`src/rtl/obc_chk_pkg.sv`:
```
// rtl/obc_chk_pkg.sv - shared types, LFSR taps and local answer function for the OBC challenge monitor
package obc_chk_pkg;

    typedef enum logic [2:0] {
        IDLE,
        ISSUE,
        WAIT_ANS,
        VALID,
        SHUTDOWN
    } obc_state_e;

    localparam logic [15:0] LFSR_TAPS   = 16'hB400;
    localparam int          MAX_Q_WIDTH = 64;

    // Bit i of the answer depends only on bits i and i-1, so callers may zero-extend
    // narrower questions and truncate the result.
    function automatic logic [MAX_Q_WIDTH-1:0] local_answer(input logic [MAX_Q_WIDTH-1:0] q);
        logic [MAX_Q_WIDTH-1:0] r;
        r[0] = ~q[0];
        for (int i = 1; i < MAX_Q_WIDTH; i++) begin
            r[i] = q[i-1] ^ q[i];
        end
        return r;
    endfunction

endpackage

```
`src/rtl/obc_challenge_monitor_if.sv`:
```
// rtl/obc_challenge_monitor_if.sv - question/answer handshake between monitor and OBC
interface obc_challenge_monitor_if #(
    parameter int Q_WIDTH = 4
);
    logic               q_valid;
    logic               q_ready;
    logic [Q_WIDTH-1:0] question;
    logic               ans_valid;
    logic [Q_WIDTH-1:0] answer_obc;

    modport master (
        output q_valid,
        output question,
        input  q_ready,
        input  ans_valid,
        input  answer_obc
    );

    modport slave (
        input  q_valid,
        input  question,
        output q_ready,
        output ans_valid,
        output answer_obc
    );
endinterface

```
`src/rtl/challenge_lfsr.sv`:
```
// rtl/challenge_lfsr.sv - 16-bit Galois LFSR question source, advances once per strobe
module challenge_lfsr
    import obc_chk_pkg::*;
#(
    parameter logic [15:0] SEED = 16'hACE1
) (
    input  logic        clk,
    input  logic        reset,
    input  logic        advance,
    output logic [15:0] state
);
    // An all-zero state would lock the LFSR, so a zero seed is promoted to 1.
    localparam logic [15:0] SEED_EFF = (SEED == 16'h0000) ? 16'h0001 : SEED;

    always_ff @(posedge clk) begin
        if (!reset) begin
            state <= SEED_EFF;
        end else if (advance) begin
            state <= {1'b0, state[15:1]} ^ (state[0] ? LFSR_TAPS : 16'h0000);
        end
    end
endmodule

```
`src/rtl/obc_challenge_monitor.sv`:
```
// rtl/obc_challenge_monitor.sv - OBC challenge/response watchdog: FSM, timer, round/fail counters, comparator
module obc_challenge_monitor
    import obc_chk_pkg::*;
#(
    parameter int          Q_WIDTH     = 4,
    parameter int          N_ROUNDS    = 10,
    parameter int          MAX_FAILS   = 2,
    parameter int          TIMEOUT_CYC = 255,
    parameter logic [15:0] LFSR_SEED   = 16'hACE1
) (
    input  logic                           clk,
    input  logic                           reset,
    input  logic                           start,
    obc_challenge_monitor_if.master        bus,
    output logic                           busy,
    output logic                           pass,
    output logic                           override,
    output logic                           obc_reset,
    output logic [$clog2(MAX_FAILS+1)-1:0] fail_count
);
    localparam int FAIL_W  = $clog2(MAX_FAILS + 1);
    localparam int ROUND_W = $clog2(N_ROUNDS + 1);
    localparam int TMR_W   = $clog2(TIMEOUT_CYC + 1);
    localparam int REP     = (Q_WIDTH + 15) / 16;

    localparam logic [FAIL_W-1:0]  FAIL_LIMIT  = FAIL_W'(MAX_FAILS);
    localparam logic [ROUND_W-1:0] ROUND_LIMIT = ROUND_W'(N_ROUNDS);
    localparam logic [TMR_W-1:0]   TMR_LAST    = TMR_W'(TIMEOUT_CYC - 1);

    obc_state_e             state_q, state_d;
    logic [ROUND_W-1:0]     round_q, round_d;
    logic [FAIL_W-1:0]      fail_q, fail_d;
    logic [TMR_W-1:0]       timer_q, timer_d;
    logic [Q_WIDTH-1:0]     qlat_q, qlat_d;
    logic                   obc_reset_q;
    logic                   advance, round_end, round_fail, q_valid;
    logic [15:0]            lfsr_state;
    logic [REP*16-1:0]      lfsr_rep;
    logic [Q_WIDTH-1:0]     cur_question, exp_ans;
    logic [MAX_Q_WIDTH-1:0] exp_full;
    logic                   unused_bits;

    challenge_lfsr #(.SEED(LFSR_SEED)) u_lfsr (
        .clk     (clk),
        .reset   (reset),
        .advance (advance),
        .state   (lfsr_state)
    );

    assign lfsr_rep     = {REP{lfsr_state}};
    assign cur_question = lfsr_rep[Q_WIDTH-1:0];
    assign exp_full     = local_answer(MAX_Q_WIDTH'(qlat_q));
    assign exp_ans      = exp_full[Q_WIDTH-1:0];
    assign unused_bits  = ^{lfsr_rep, exp_full};

    always_comb begin
        state_d    = state_q;
        round_d    = round_q;
        fail_d     = fail_q;
        timer_d    = timer_q;
        qlat_d     = qlat_q;
        advance    = 1'b0;
        round_end  = 1'b0;
        round_fail = 1'b0;
        case (state_q)
            IDLE, VALID: begin
                if (start) begin
                    round_d = '0;
                    fail_d  = '0;
                    state_d = ISSUE;
                end
            end
            ISSUE: begin
                if (bus.q_ready) begin
                    advance = 1'b1;
                    qlat_d  = cur_question;
                    timer_d = '0;
                    state_d = WAIT_ANS;
                end
            end
            WAIT_ANS: begin
                // An answer arriving on the last allowed cycle wins over the timeout.
                if (bus.ans_valid) begin
                    round_end  = 1'b1;
                    round_fail = (bus.answer_obc != exp_ans);
                end else if (timer_q == TMR_LAST) begin
                    round_end  = 1'b1;
                    round_fail = 1'b1;
                end else begin
                    timer_d = timer_q + 1'b1;
                end
                if (round_end) begin
                    if (round_fail && fail_q != FAIL_LIMIT) fail_d = fail_q + 1'b1;
                    if (round_q != ROUND_LIMIT) round_d = round_q + 1'b1;
                    if (fail_d == FAIL_LIMIT) state_d = SHUTDOWN;
                    else if (round_d == ROUND_LIMIT) state_d = VALID;
                    else state_d = ISSUE;
                end
            end
            SHUTDOWN: state_d = SHUTDOWN;
            default:  state_d = IDLE;
        endcase
    end

    always_ff @(posedge clk) begin
        if (!reset) begin
            state_q     <= IDLE;
            round_q     <= '0;
            fail_q      <= '0;
            timer_q     <= '0;
            qlat_q      <= '0;
            obc_reset_q <= 1'b0;
        end else begin
            state_q     <= state_d;
            round_q     <= round_d;
            fail_q      <= fail_d;
            timer_q     <= timer_d;
            qlat_q      <= qlat_d;
            obc_reset_q <= (state_d == SHUTDOWN) && (state_q != SHUTDOWN);
        end
    end

    assign q_valid      = (state_q == ISSUE);
    assign bus.q_valid  = q_valid;
    assign bus.question = q_valid ? cur_question : '0;
    assign busy         = (state_q == ISSUE) || (state_q == WAIT_ANS);
    assign pass         = (state_q == VALID);
    assign override     = (state_q == SHUTDOWN);
    assign obc_reset    = obc_reset_q;
    assign fail_count   = fail_q;
endmodule

```
`src/flat_wrapper.sv`:
```
// flat-port wrapper written by rule: the top's interface ports become plain ports
module obc_challenge_monitor_flat import obc_chk_pkg::*;
#(
    parameter int          Q_WIDTH     = 4,
    parameter int          N_ROUNDS    = 10,
    parameter int          MAX_FAILS   = 2,
    parameter int          TIMEOUT_CYC = 255,
    parameter logic [15:0] LFSR_SEED   = 16'hACE1
)
  (clk, reset, start, busy, pass, override, obc_reset, fail_count, bus_q_valid, bus_question, bus_q_ready, bus_ans_valid, bus_answer_obc);
  obc_challenge_monitor_if #(.Q_WIDTH(Q_WIDTH)) bus_i ();
  input  logic clk;
  input  logic reset;
  input  logic start;
  output logic busy;
  output logic pass;
  output logic override;
  output logic obc_reset;
  output logic [$clog2(MAX_FAILS+1)-1:0] fail_count;
  output wire logic [$bits(bus_i.q_valid)-1:0] bus_q_valid;
  output wire logic [$bits(bus_i.question)-1:0] bus_question;
  input wire logic [$bits(bus_i.q_ready)-1:0] bus_q_ready;
  input wire logic [$bits(bus_i.ans_valid)-1:0] bus_ans_valid;
  input wire logic [$bits(bus_i.answer_obc)-1:0] bus_answer_obc;
  assign bus_q_valid = bus_i.q_valid;
  assign bus_question = bus_i.question;
  assign bus_i.q_ready = bus_q_ready;
  assign bus_i.ans_valid = bus_ans_valid;
  assign bus_i.answer_obc = bus_answer_obc;
  obc_challenge_monitor #(.Q_WIDTH(Q_WIDTH), .N_ROUNDS(N_ROUNDS), .MAX_FAILS(MAX_FAILS), .TIMEOUT_CYC(TIMEOUT_CYC), .LFSR_SEED(LFSR_SEED)) u_core (.clk(clk), .reset(reset), .start(start), .bus(bus_i), .busy(busy), .pass(pass), .override(override), .obc_reset(obc_reset), .fail_count(fail_count));
endmodule
```
`config.mk`:
```
export PLATFORM = sky130hd
export DESIGN_NAME = obc_challenge_monitor_flat
export DESIGN_NICKNAME = d
export VERILOG_FILES = /design/src/rtl/obc_chk_pkg.sv /design/src/rtl/obc_challenge_monitor_if.sv /design/src/rtl/challenge_lfsr.sv /design/src/rtl/obc_challenge_monitor.sv /design/src/flat_wrapper.sv
export SDC_FILE = /design/constraint.sdc
export NUM_CORES = 1
export LEC_CHECK = 0
export ABC_CLOCK_PERIOD_IN_PS = 2700
export BUFFER_PORTS_ARGS = -buffer_cell sky130_fd_sc_hd__clkbuf_2
export CAP_MARGIN = 20
export CORE_MARGIN = 4
export CORE_UTILIZATION = 48
export CTS_BUF_LIST = sky130_fd_sc_hd__clkbuf_2
export DETAILED_ROUTE_END_ITERATION = 10
export MAX_ROUTING_LAYER = met4
export PLACE_DENSITY = 0.79
export SETUP_SLACK_MARGIN = 0.3
export SYNTH_ARGS = -nofsm -noshare
export SYNTH_HDL_FRONTEND = slang
export SYNTH_SLANG_ARGS = --single-unit
```
`constraint.sdc`:
```
create_clock -name clk -period 2.7 [get_ports clk]
set_input_delay 0.405 -clock clk [delete_from_list [all_inputs] [get_ports clk]]
set_output_delay 0.405 -clock clk [all_outputs]
set_load 0.005 [all_outputs]
```
# Word level (Yosys, flattened, before mapping)
# Index checks and enable logic that the tools add are counted.
dict set report totals {
  regBits 38
  in_bits 9
  output_inout_bits 11
  elab_cells 73
}
dict set report classes {
  addsub 3
  n_eq_ne 17
  mux 31
  bitwise 5
  reduce_logical 10
}
# operator n
set ops {}
lappend ops {{4-bit two-way mux} 6}
lappend ops {{8-bit two-way mux} 3}
lappend ops {{16-bit two-way mux} 1}
lappend ops {{8-bit case mux with 2 select lines} 1}
lappend ops {{15-bit by 16-bit XOR with 16-bit output} 1}
lappend ops {{2-bit two-way mux} 6}
lappend ops {{3-bit two-way mux} 4}
lappend ops {{2-bit inequality test (second input constant)} 6}
lappend ops {{3-bit case mux with 4 select lines} 1}
lappend ops {{8-bit by 1-bit adder with 8-bit output (second input constant)} 1}
lappend ops {{8-bit == test (second input constant)} 1}
lappend ops {{4-bit case mux with 2 select lines} 1}
lappend ops {{1-bit two-way mux} 7}
lappend ops {{3-bit by 2-bit == test with 1-bit output (second input constant)} 2}
lappend ops {{3-bit == test (second input constant)} 2}
lappend ops {{4-bit by 1-bit adder with 4-bit output (second input constant)} 1}
lappend ops {{4-bit == test (second input constant)} 1}
lappend ops {{4-bit inequality test} 1}
lappend ops {{4-bit inequality test (second input constant)} 1}
lappend ops {{2-bit case mux with 2 select lines} 1}
lappend ops {{4-bit AND reduction} 1}
lappend ops {{2-bit nonzero test} 2}
lappend ops {{3-bit by 1-bit == test with 1-bit output (second input constant)} 1}
lappend ops {{3-bit zero test} 1}
lappend ops {{10 further kinds} 13}

# Depth between registers and ports, before layout
dict set report depth {
  ltp_word 14
  mapped_depth 8
  ltp_nobuf 7
}

# Hierarchy
# From an unflattened synthesis, not the netlist that was laid out.
dict set report hier_totals {
  cells_unflattened 207
  hier_area_um2 1928.1
}
# module instances cells_per_inst area_each_um2 seq_area_each_um2
set modules_own_cells {}
lappend modules_own_cells {obc_challenge_monitor 1 151 1296.2 440.4}
lappend modules_own_cells {challenge_lfsr 1 56 631.9 320.3}

# Worst setup path before layout
# No wires, ideal clock.
dict set report synth_timing {
  kind {reg-to-reg}
  startpoint {reg u_core.state_q[0]}
  endpoint {reg u_core.fail_q[0] (netlist: u_core.fail_count[0])}
  setup_time_ns 0.132
  arrival_time_ns 1.554
  t_required_ns 2.568
  setup_slack_ns 1.015
  path_stages_with_launch 7
  n_path_buf 2
  period_less_slack_ns 1.685
  cell_sequence {dfxtp_1 -> buf_6 -> or3b_1 -> buf_6 -> or2_2 -> nor3_1 -> o32ai_1}
}
dict set report synth_between {
  elab_chain_cells 4
  elab_cells_between_ends 9
  classes_between {4 x eq/ne; 1 x mux; 4 x reduce/logical}
}
# element line
set synth_lines {}
lappend synth_lines {{start: declaration} obc_challenge_monitor.sv:30} ;# obc_state_e state_q, state_d;
lappend synth_lines {{start signal: assignment} obc_challenge_monitor.sv:114} ;# state_q <= state_d;
lappend synth_lines {{3-bit by 2-bit == test with 1-bit output / 3-bit zero test (equally long branches)} obc_challenge_monitor.sv:65} ;# case (state_q)
lappend synth_lines {{2-bit OR reduction} obc_challenge_monitor.sv:65}
lappend synth_lines {{2-bit inequality test (no source line) / 2-bit nonzero test (equally long branches)} n/a}
lappend synth_lines {{3-bit AND reduction (no source line)} n/a}
lappend synth_lines {{end signal: assignment} obc_challenge_monitor.sv:116} ;# fail_q <= fail_d;
lappend synth_lines {{end: declaration} obc_challenge_monitor.sv:32} ;# logic [FAIL_W-1:0] fail_q, fail_d;
# Parallel ways exist; a longest one is shown, timed or not.
# A chain may end at the register's enable or synchronous reset.

# Final worst setup path
dict set report layout_timing {
  startpoint {reg u_core.state_q[1]}
  endpoint {out busy}
}
dict set report layout_between {
  elab_chain_cells 2
  elab_cells_between_ends 3
  classes_between {2 x eq/ne; 1 x reduce/logical}
}
# element line
set layout_lines {}
lappend layout_lines {{3-bit by 1-bit == test with 1-bit output / 3-bit by 2-bit == test with 1-bit output (equally long branches)} obc_challenge_monitor.sv:126} ;# assign busy = (state_q == ISSUE) || (state_q == WAIT_ANS);
lappend layout_lines {{1-bit logical OR *} obc_challenge_monitor.sv:126}
lappend layout_lines {{end: declaration} flat_wrapper.sv:15} ;# output logic busy;
# Mark *: on every way between the ends. The rest lies on a longest branch, timed or not.

==> qor.csv <==
stage,metric,value,unit
status,status,completed,
clock_tree,clk_pin_slew,180,ps
timing,finalClockSkew,9.41,ps
clock_tree,cts_hold_buffers,0,
die,core,3720,sq um
clock_tree,cts_setup_buffers,0,
die,dieArea,4960,sq um
timing,slew_violations,0,
critical_path,critical_path_required,2300,ps
clock_tree,worstSkewPairLatency,380,ps
critical_path,critPathLaunchType,register,
drt,wl_per_cell,12.0,um
grt,antenna_found_initial,0,
grt,overflow,0,
cells_and_area,num_antenna_cells,0,
yosys,synth-seq-cells,36,
timing,fmax,458,MHz
drt,drc_errors,0,
critical_path,rr_startpoint,u_core.timer_q[0],
yosys,avgSynthCellArea,8.25,sq um
yosys,yosysWarningCount,0,
timing,period_share,80.8,%
power_and_ir_drop,vdd_drop_max,0.000181,V
critical_path,worst-endpoint-arrival,1780,ps
grt,track_usage,14.9,%
yosys,synth_cells,227,
placement,port_buffers,19,
critical_path,crit_chain,"or3b_1, o21ai_0, clkbuf_2",
timing,finalSetupViolations,0,
die,die-height,70.4,um
drt,wl,3.48,mm
min_path,hold_depth,4,
critical_path,critPathKind,register to output pin,
clock_tree,cts_tree,yes,
drt,drt_pass1_iterations,4,
yosys,synth_top_area_share,38.5,%
yosys,syn_area,1870,sq um
critical_path,crit_path_start,u_core.state_q[1],
critical_path,r2r_slack,610,ps
clock_tree,htree_levels,2,
yosys,syn_nets,241,
placement,gp_congestion,0.876,
placement,hpwl,2.51,mm
power_and_ir_drop,p_leak,0.000831,uW
cells_and_area,stdcell_count,291,
timing,hold_violations,0,
timing,rsz0062_at_grt,false,
cells_and_area,drive_above_1_share,13.2,%
grt,grt_pass1_vias,1329,
die,initial_core_util,50.4,%
timing,maxSlewHeadroom,49.8,%
power_and_ir_drop,power_density,448,nW/um^2
cells_and_area,syn_to_final_growth,7.49,%
yosys,synthTopCellsByArea,"dfxtp_1, nand2_1, xor2_1",
cells_and_area,nNetsFinal,257,
run,max_cap_violations,0,
yosys,synth_top_area_cell,dfxtp_1,
grt,grt_max_degree,30,
critical_path,worst-path-buf-inv,1,
critical_path,cp_slowest_stage_delay,570,ps
critical_path,reg2regPathDepth,7,
critical_path,critPathTopFamily,flip-flops,
min_path,holdPathEnd,u_core.state_q[0],
timing,fin_crit,2180,ps
critical_path,worstSetupEndpointType,output pin,
critical_path,cp_max_fo,12,
grt,grt_pass1_wl,5.88,mm
clock_tree,cts_resized,0,
die,num_rows,22,
drt,routed_via_density,5.38,
timing,setup_tns,0,ps
yosys,synth_seq_area_share,38.5,%
placement,placedCellCount,284,
min_path,hp-start,start,
timing,worstMarginPinSlew,754,ps
die,die_x,70.4,um
placement,place_ws,671,ps
die,ios,20,
timing,postLayoutSetupSlackWorst,518,ps
clock_tree,cts_root_buf,clkbuf_2,
drt,drtAntennaViolNets,0,
critical_path,crit_slowest_cell,dfxtp_1,
drt,via_count,1566,
clock_tree,cts_buffers,5,
min_path,min-delay-path-class,input port to register,
clock_tree,numClockSinks,36,
critical_path,timing.rr.end,u_core.state_q[1],
yosys,synthDistinctLibCells,40,
cells_and_area,utilization,54.1,%
drt,drt-initial-drc-count,148,
clock_tree,cts_buffer_depth,2,
## registers in the layout, indices dropped and copies added (netlist names)
register / count
u_core.obc_reset: 1
u_core.fail_count: 2
u_core.timer_q: 8
u_core.qlat_q: 2
u_core.u_lfsr.state: 16
u_core.state_q: 3
u_core.round_q: 4
## logic make-up after synthesis
logic type                 Yosys count  synth area share (%)
adders and majority gates            5                  3.34
muxes                                2                  1.07
AOI/OAI and AO/OA                   47                  18.6
buffers and inverters               17                  4.48
DFF                                 36                  38.5
xor gates and xnor gates            14                  6.55
and+or+nand+nor                    106                  27.5
## cell type report
type | instances | area, sq um
inverter | 5 | 18.8
sequential | 36 | 721
tap | 48 | 60.1
timing repair buffer | 21 | 110
fill | 349 | 1700
clock inverter | 1 | 5.00
multi-input combinational | 174 | 1070
clock buffer | 6 | 30.0
## worst min-delay path: stages
cell	delay, ps
clkbuf_2	110
a22o_1	130
nand2_1	50
o21ai_0	60
## power by group
group | switching, uW | internal, uW
clock network | 176 | 61.8
logic | 58.7 | 42.7
registers | 13.7 | 548
## layout by cell type, fill, tap and decap left out, types with 4 or more instances in the layout
| cell | instances |
|---|---|
| nand2b_1 | 7 |
| a21oi_1 | 8 |
| dfxtp_1 | 36 |
| o2111ai_1 | 4 |
| ha_1 | 5 |
| xnor2_1 | 5 |
| and3_1 | 4 |
| nor2_1 | 16 |
| xor2_1 | 9 |
| o21ai_0 | 6 |
| inv_1 | 5 |
| nor3_1 | 6 |
| o211ai_1 | 6 |
| a21boi_0 | 9 |
| nor2b_1 | 6 |
| clkbuf_2 | 25 |
| nand2_1 | 41 |
| and2_1 | 4 |
| nand3_1 | 11 |
## metrics by stage
| stage | hold WS [ps] | power (uW) | instance area [sq um] |
|---|---|---|---|
| floorplan | 440 | 650 | 1870 |
| global placement | 447 | 673 | 1980 |
| detailed placement | 455 | 675 | 1980 |
| CTS | 368 | 907 | 2010 |
| global route | 379 | 943 | 2010 |
| finish | 395 | 901 | 2010 |
## cell usage after synthesis
cell type	count
nand4_1	1
nand3b_1	2
a211oi_4	1
nor3b_1	1
a21oi_1	8
nor2_1	16
nor3_1	6
o21ai_0	6
nand2b_1	7
nand4b_1	1
mux2i_1	2
and3_1	4
nand3_1	11
a21boi_0	9
o32ai_1	2
o2111ai_1	4
or2_2	2
a31oi_1	1
or3b_1	1
ha_1	5
and4_1	1
o221a_2	1
or2b_1	1
inv_1	5
dfxtp_1	36
o211a_1	2
o21a_1	1
and3b_1	1
a22o_1	2
a211oi_1	2
o211ai_1	6
nor2b_1	6
and2_1	4
o31ai_1	2
buf_2	4
buf_6	2
nand2_1	41
clkbuf_1	6
xor2_1	9
xnor2_1	5
## metal layers
layer | share of wire, % | global-route usage, % | wire length, um | vias to the layer above
met1 | 49 | 18.5 | 1700 | 695
li1 | - | - | - | 819
met5 | 0 | - | 0 | -
met2 | 43 | 23.1 | 1510 | 46
met4 | 1.6 | 5.74 | 57 | 0
met3 | 6.0 | 4.03 | 210 | 6
## worst max path at each step
stage                                end  slack (ps)  cells after the start
CTS                      bus_question[1]         500                      4
finish                              busy         520                      3
floorplan           u_core.fail_count[0]        1010                      6
detailed placement     u_core.state_q[1]         670                      7
global route             bus_question[2]         350                      4
global placement       u_core.round_q[0]         740                      6
Power figures use the tool's default switching activity.
